===== src/rtl/fetch_decode_reg.sv =====
`default_nettype none
// ============================================================================
//  Module   : fetch_decode_reg
//  Purpose  : IF/ID pipeline register with stall hold, multi-cycle flush
//             squash and optional performance counters (FD_PERF_CNT_EN).
//  Revision : 1.0 - initial release
// ============================================================================
module fetch_decode_reg #(
    parameter int          FlushCycles = 1,
    parameter logic [5:0]  NopFunct    = 6'h15
) (
    input  logic        clk,
    input  logic        reset,
    input  logic        stall,
    input  logic        flush,
    input  logic [5:0]  OpCode,
    input  logic [5:0]  Function,
    input  logic [31:0] PCPlusFour,
    input  logic [4:0]  Rs1,
    input  logic [4:0]  Rs2,
    input  logic [4:0]  Rd,
    input  logic        RdIsFp,
    input  logic [15:0] Immediate,
    output logic [5:0]  DOpCode,
    output logic [5:0]  DFunction,
    output logic [31:0] DPCPlusFour,
    output logic [4:0]  DRs1,
    output logic [4:0]  DRs2,
    output logic [5:0]  DRd,
    output logic [15:0] DImmediate,
    output logic        DValid,
    output logic [31:0] StallCount,
    output logic [31:0] FlushCount
);

    typedef enum logic [0:0] {
        RUN    = 1'b0,
        SQUASH = 1'b1
    } state_t;

    localparam int         c_SQ_INIT_INT = (FlushCycles > 1) ? (FlushCycles - 2) : 0;
    localparam logic [1:0] c_SQ_INIT     = 2'(c_SQ_INIT_INT);

    state_t      state_q;
    logic [1:0]  sq_cnt_q;
    logic [5:0]  op_q;
    logic [5:0]  fn_q;
    logic [31:0] pc_q;
    logic [4:0]  rs1_q;
    logic [4:0]  rs2_q;
    logic [5:0]  rd_q;
    logic [15:0] imm_q;
    logic        valid_q;

    logic w_load;
    logic w_bubble;
    logic w_is_nop;

    // Flush outranks stall; a squash slot is consumed only on an unstalled edge.
    assign w_load   = flush | ~stall;
    assign w_bubble = flush | (~stall & (state_q == SQUASH));
    assign w_is_nop = (OpCode == 6'h00) && (Function == NopFunct);

    always_ff @(posedge clk) begin
        if (reset) begin
            state_q  <= RUN;
            sq_cnt_q <= 2'd0;
            op_q     <= 6'h00;
            fn_q     <= NopFunct;
            pc_q     <= 32'h0;
            rs1_q    <= 5'd0;
            rs2_q    <= 5'd0;
            rd_q     <= 6'd0;
            imm_q    <= 16'h0;
            valid_q  <= 1'b0;
        end else begin
            if (w_load) begin
                pc_q <= PCPlusFour;
                if (w_bubble) begin
                    op_q    <= 6'h00;
                    fn_q    <= NopFunct;
                    rs1_q   <= 5'd0;
                    rs2_q   <= 5'd0;
                    rd_q    <= 6'd0;
                    imm_q   <= 16'h0;
                    valid_q <= 1'b0;
                end else begin
                    op_q    <= OpCode;
                    fn_q    <= Function;
                    rs1_q   <= Rs1;
                    rs2_q   <= Rs2;
                    rd_q    <= {RdIsFp, Rd};
                    imm_q   <= Immediate;
                    valid_q <= ~w_is_nop;
                end
            end

            if (flush) begin
                state_q  <= (FlushCycles > 1) ? SQUASH : RUN;
                sq_cnt_q <= c_SQ_INIT;
            end else if (~stall && (state_q == SQUASH)) begin
                if (sq_cnt_q == 2'd0) begin
                    state_q <= RUN;
                end else begin
                    sq_cnt_q <= sq_cnt_q - 2'd1;
                end
            end
        end
    end

    assign DOpCode     = op_q;
    assign DFunction   = fn_q;
    assign DPCPlusFour = pc_q;
    assign DRs1        = rs1_q;
    assign DRs2        = rs2_q;
    assign DRd         = rd_q;
    assign DImmediate  = imm_q;
    assign DValid      = valid_q;

`ifdef FD_PERF_CNT_EN
    logic [31:0] stall_cnt_q;
    logic [31:0] flush_cnt_q;

    always_ff @(posedge clk) begin
        if (reset) begin
            stall_cnt_q <= 32'h0;
            flush_cnt_q <= 32'h0;
        end else begin
            if (stall && !flush) begin
                stall_cnt_q <= stall_cnt_q + 32'd1;
            end
            if (flush) begin
                flush_cnt_q <= flush_cnt_q + 32'd1;
            end
        end
    end

    assign StallCount = stall_cnt_q;
    assign FlushCount = flush_cnt_q;
`else
    assign StallCount = 32'h0;
    assign FlushCount = 32'h0;
`endif

endmodule
`default_nettype wire


===== config.mk =====
export PLATFORM = sky130hd
export DESIGN_NAME = fetch_decode_reg
export DESIGN_NICKNAME = d
export VERILOG_FILES = /design/src/rtl/fetch_decode_reg.sv
export SDC_FILE = /design/constraint.sdc
export NUM_CORES = 1
export LEC_CHECK = 0
export ABC_AREA = 0
export CAP_MARGIN = 15
export CORE_ASPECT_RATIO = 0.8
export CORE_MARGIN = 1
export CORE_UTILIZATION = 32
export CTS_CLUSTER_DIAMETER = 40
export DETAILED_ROUTE_END_ITERATION = 8
export PLACE_DENSITY = 0.79
export SLEW_MARGIN = 5
export SYNTH_ARGS = -nofsm -noshare
export SYNTH_HDL_FRONTEND = slang
export SYNTH_SLANG_ARGS = --single-unit

===== constraint.sdc =====
create_clock -name clk -period 1.1 [get_ports clk]
set_clock_uncertainty 0.15 [all_clocks]
set_input_delay 0.11 -clock clk [delete_from_list [all_inputs] [get_ports clk]]
set_output_delay 0.11 -clock clk [all_outputs]
set_load 0.03 [all_outputs]

-- Word-level counts from Yosys, hierarchy flattened
Index checks and enable logic that the tools add are counted.
- equality and inequality tests: 1
- muxes and demuxes: 7
- bitwise gates (word level): 3
- reductions and logical operators: 2
- operators by type and width (cell ; number):
    two-way mux 6 bit ; 3
    two-way mux 16 bit ; 1
    two-way mux 5 bit ; 2
    == test 6 x 5 -> 1 bit, second input constant ; 1
    logical NOT 6 bit ; 1
    NOT 1 bit ; 2
    logical AND 1 bit ; 1
    two-way mux 1 bit ; 1
    bitwise OR 1 bit ; 1
- bits in registers: 77
- bits of input ports: 80
- output and inout port bits: 141
- logic and storage cells: 21

-- Depth between registers and ports, before layout
- word-level depth: 4
- mapped depth: 5
- gate-level depth less buffers: 3

-- Least setup slack after synthesis
Ideal clock, no wire load.
- kind: input to register
- from: input OpCode[4]
- to: register valid_q, in the netlist DValid
- setup time: 0.137 ns
- data arrival time: 0.873 ns
- required time: 0.813 ns
- path slack: -0.060 ns
- stages on the path: 3
- path buffers: 0
- cells stage by stage: or4_4 -> nor4_2 -> a41oi_1
- cells in the longest elaborated chain, start to end: 4
- ends and longest elaborated chain (element ; RTL line ; source):
    start: declaration ; 16 ; input logic [5:0] OpCode,
    logical NOT 6 bit ; 62 ; assign w_is_nop = (OpCode == 6'h00) && (Function == NopFunct);
    logical AND 1 bit ; 62 ;
    NOT 1 bit ; 94 ; valid_q <= ~w_is_nop;
    two-way mux 1 bit ; 79 ; if (w_bubble) begin
    end signal: assignment ; 94 ;
    end: declaration ; 53 ; logic valid_q;
Every way passes these cells.
A chain may end at the register's enable or synchronous reset.

-- Final worst setup path
- from: input Function[5]
- to: register valid_q, in the netlist DValid
- cells in the longest elaborated chain, start to end: 4
- ends and longest elaborated chain (element ; RTL line ; source):
    start: declaration ; 17 ; input logic [5:0] Function,
    == test 6 x 5 -> 1 bit ; 62 ;
    logical AND 1 bit ; 62 ;
    NOT 1 bit ; 94 ;
    two-way mux 1 bit ; 79 ;
Every way passes these cells.

==> flow_metrics.tcl <==
set metrics [dict create \
    power.switching_mw 2.074 \
    synthAdderAreaFrac_pct 0 \
    status "finished, violations left" \
    io-pin-count 221 \
    dr_total_vias 2727 \
    hold_violations 1 \
    switching_share_pct 27.92 \
    comb_power_share_pct 20.7 \
    nFillCells 891 \
    post_cts_buffers 0 \
    wl_um 8336 \
    drv_slew 0 \
    antenna_found_initial 0 \
    vias_per_cell 4.113 \
    synth_area_sq_mm 0.003211 \
    clkLatencyLatePin_ns 0.33 \
    synth_enable_flop_cells 0 \
    grt_pass1_vias 2627 \
    arrival_ns 1.17 \
    wl_met3_um 451 \
    synthArstFlopShare_pct 0 \
    critPathCaptureType "flip-flop" \
    pwr-share-clk_pct 38.6 \
    dieHeight_um 91.59 \
    drc 0 \
    avgRoutedWirePerCell_um 12.57 \
    placed_area_sq_mm 0.004597 \
    drive_gt1_share_pct 32.83 \
    cts.sinks 77 \
    violations "hold timing, setup timing" \
    crit_fanout 2 \
    design_area_sq_mm 0.005303 \
    fin_hold_ws_ns -0.006797 \
    num_rows 32 \
    cpPeakStageDelay_ns 0.55 \
    syn_to_final_growth_pct 65.16 \
    syn_avg_cell_area_sq_um 8.968 \
    n_antenna_cell 0 \
    power_density_mw_per_mm2 1401 \
    pwr-share-seq_pct 40.7 \
    synth-seq-area-share_pct 48.01 \
    grt_overflow_total 0 \
    setup_viol 1 \
    dr.pass1.iters 4 \
    ys_warn_count 0 \
    path_cells "clkdlybuf4s15_1 -> or4_4 -> nor4_4 -> a41oi_1" \
    worstSetupStartpointType "input port" \
    rsz0062_at_grt "true" \
    synth_xor_area_share_pct 0 \
    multiInputGateArea_sq_mm 0.001353 \
    finalPower_mw 7.428 \
    cpMaxStageDelayCell "or4_4" \
    grt_pass1_wl_um 12500 \
    drtIter0Drc 96 \
    clk_pin_slew_ns 0.06 \
    cts-htree-levels 3 \
    max_freq_ghz 0.8939 \
    cts_root_buf "clkbuf_16" \
    ys_seq_elements 77 \
    internal_power_mw 5.354 \
    start_util_pct 33.14 \
    crit_required_ns 1.15 \
    register_area_sq_mm 0.001614 \
    die_area_sq_mm 0.01044 \
    path_class "in2reg" \
    numCtsBuffers 9 \
    nets 602 \
    synth_simple_gate_area_share_pct 14.38 \
    clk_path_buf_depth 2 \
    dp_cells 644 \
    post-dp-hpwl_um 6033 \
    grtUsageTotal_pct 15.24 \
    setup_slack_ns -0.01866 \
    leakagePower_nw 2.446 \
    top_layer "met4" \
    die_w_um 114.0 \
    stdcell_count 663 \
    maxCapViolations 0 \
    synth_cell_type_count 18 \
    ant_nets 0 \
    ys.flop_type "dfxtp_1" \
    setup_tns_ns -0.01866 \
    min_period_over_period_pct 101.7 \
    tritoncts "built" \
    syn-instance-count 358 \
    vdd_ir_drop_max_uv 938.5 \
    met2_length_um 4381 \
    core_area_sq_mm 0.009689 \
    drt-met1-wl_um 3285 \
    synth.mux.area_fraction_pct 13.72 \
    synth-compound-area-share_pct 5.417 \
    synth_top_family_by_area "buffers and inverters" \
    io_buffers 156 \
    period_needed_ns 1.119 \
    grt_max_degree 33 \
    dp_slack_ns -0.5600 \
    finish.utilization_pct 54.73 \
    hp-class "in2reg" \
    gp_congestion 0.7069 \
]
## timing repair
action                                  in CTS  in global routing
hold buffers                                 2                  1
gates resized for setup                     42                104
endpoints found under the hold margin        3                  1
pin swaps                                    3                  1
endpoints found under the setup margin      70                 67
## power groups by stage
stage               Combinational, mW  Clock (mW)  Sequential, mW
floorplan                       0.763           0            3.29
global placement                 1.42           0            3.04
detailed placement               1.44           0            3.04
CTS                              1.48        2.95            2.99
global route                     1.63        3.09            3.04
finish                           1.54        2.87            3.02
## layer usage
layer | GRT usage [%] | vias to the layer above
li1 | - | 1345
met1 | 17.58 | 1260
met2 | 25.96 | 101
met3 | 4.272 | 21
met4 | 7.143 | 0
met5 | 0 | -
## worst paths after layout
| path | end | cells after the start | slack (ns) | start |
|---|---|---|---|---|
| max | DValid | 4 | -0.02 | Function[5] |
| min | DOpCode[3] | 3 | -0.007 | OpCode[3] |
| max reg2reg | DValid | 2 | 0.25 | DValid |
| min reg2reg | DPCPlusFour[17] | 2 | 0.30 | DPCPlusFour[17] |
## cell usage in the layout (no fill, tap or decap), types with 2 or more instances in the layout
cell type,n
dlymetal6s2s_1,2
clkinv_2,2
a21oi_1,32
dfxtp_1,19
clkdlybuf4s15_1,3
inv_1,2
dlygate4sd2_1,2
conb_1,64
buf_6,73
buf_4,14
clkinvlp_4,2
nor2_1,42
nand2_1,67
mux2i_1,44
clkdlybuf4s50_1,71
dfxtp_2,58
dlygate4sd3_1,3
clkbuf_16,9
buf_12,6
## kinds of logic after synthesis
kind of cell	Yosys count
buffers and inverters	87
multiplexers	44
AND/OR/NAND/NOR	115
other	1
AO/OA/AOI/OAI	34
flip-flops	77
## state kept, by name, summed over array words and instances, names as in the netlist
name	cells
DRd	6
DRs1	5
DRs2	5
DPCPlusFour	32
DValid	1
DImmediate	16
DFunction	6
DOpCode	6
## cell usage after synthesis (2+ instances only)
cell type,count,area (sq um)
a21oi_1,32,160.2
buf_2,12,60.06
buf_4,66,495.5
clkbuf_1,7,26.28
dfxtp_1,77,1541
inv_1,2,7.510
mux2i_1,44,440.4
nand2_1,67,251.5
nor2_1,42,157.7
## worst max-delay path, delay by kind of cell
family	cells	cell delay (ns)
AND/OR/NAND/NOR	2	0.76
buffers and inverters	1	0.17
AO/OA/AOI/OAI	1	0.12
## final cells by class
class,count,share of cell area [%]
Clock inverter,6,1.203
Inverter,2,0.1416
Sequential cell,77,30.44
Clock buffer,10,4.318
Timing Repair Buffer,175,35.18
Multi-Input combinational cell,257,25.51
Tap cell,136,3.209
Note: power is estimated with default switching activity, not from simulation.
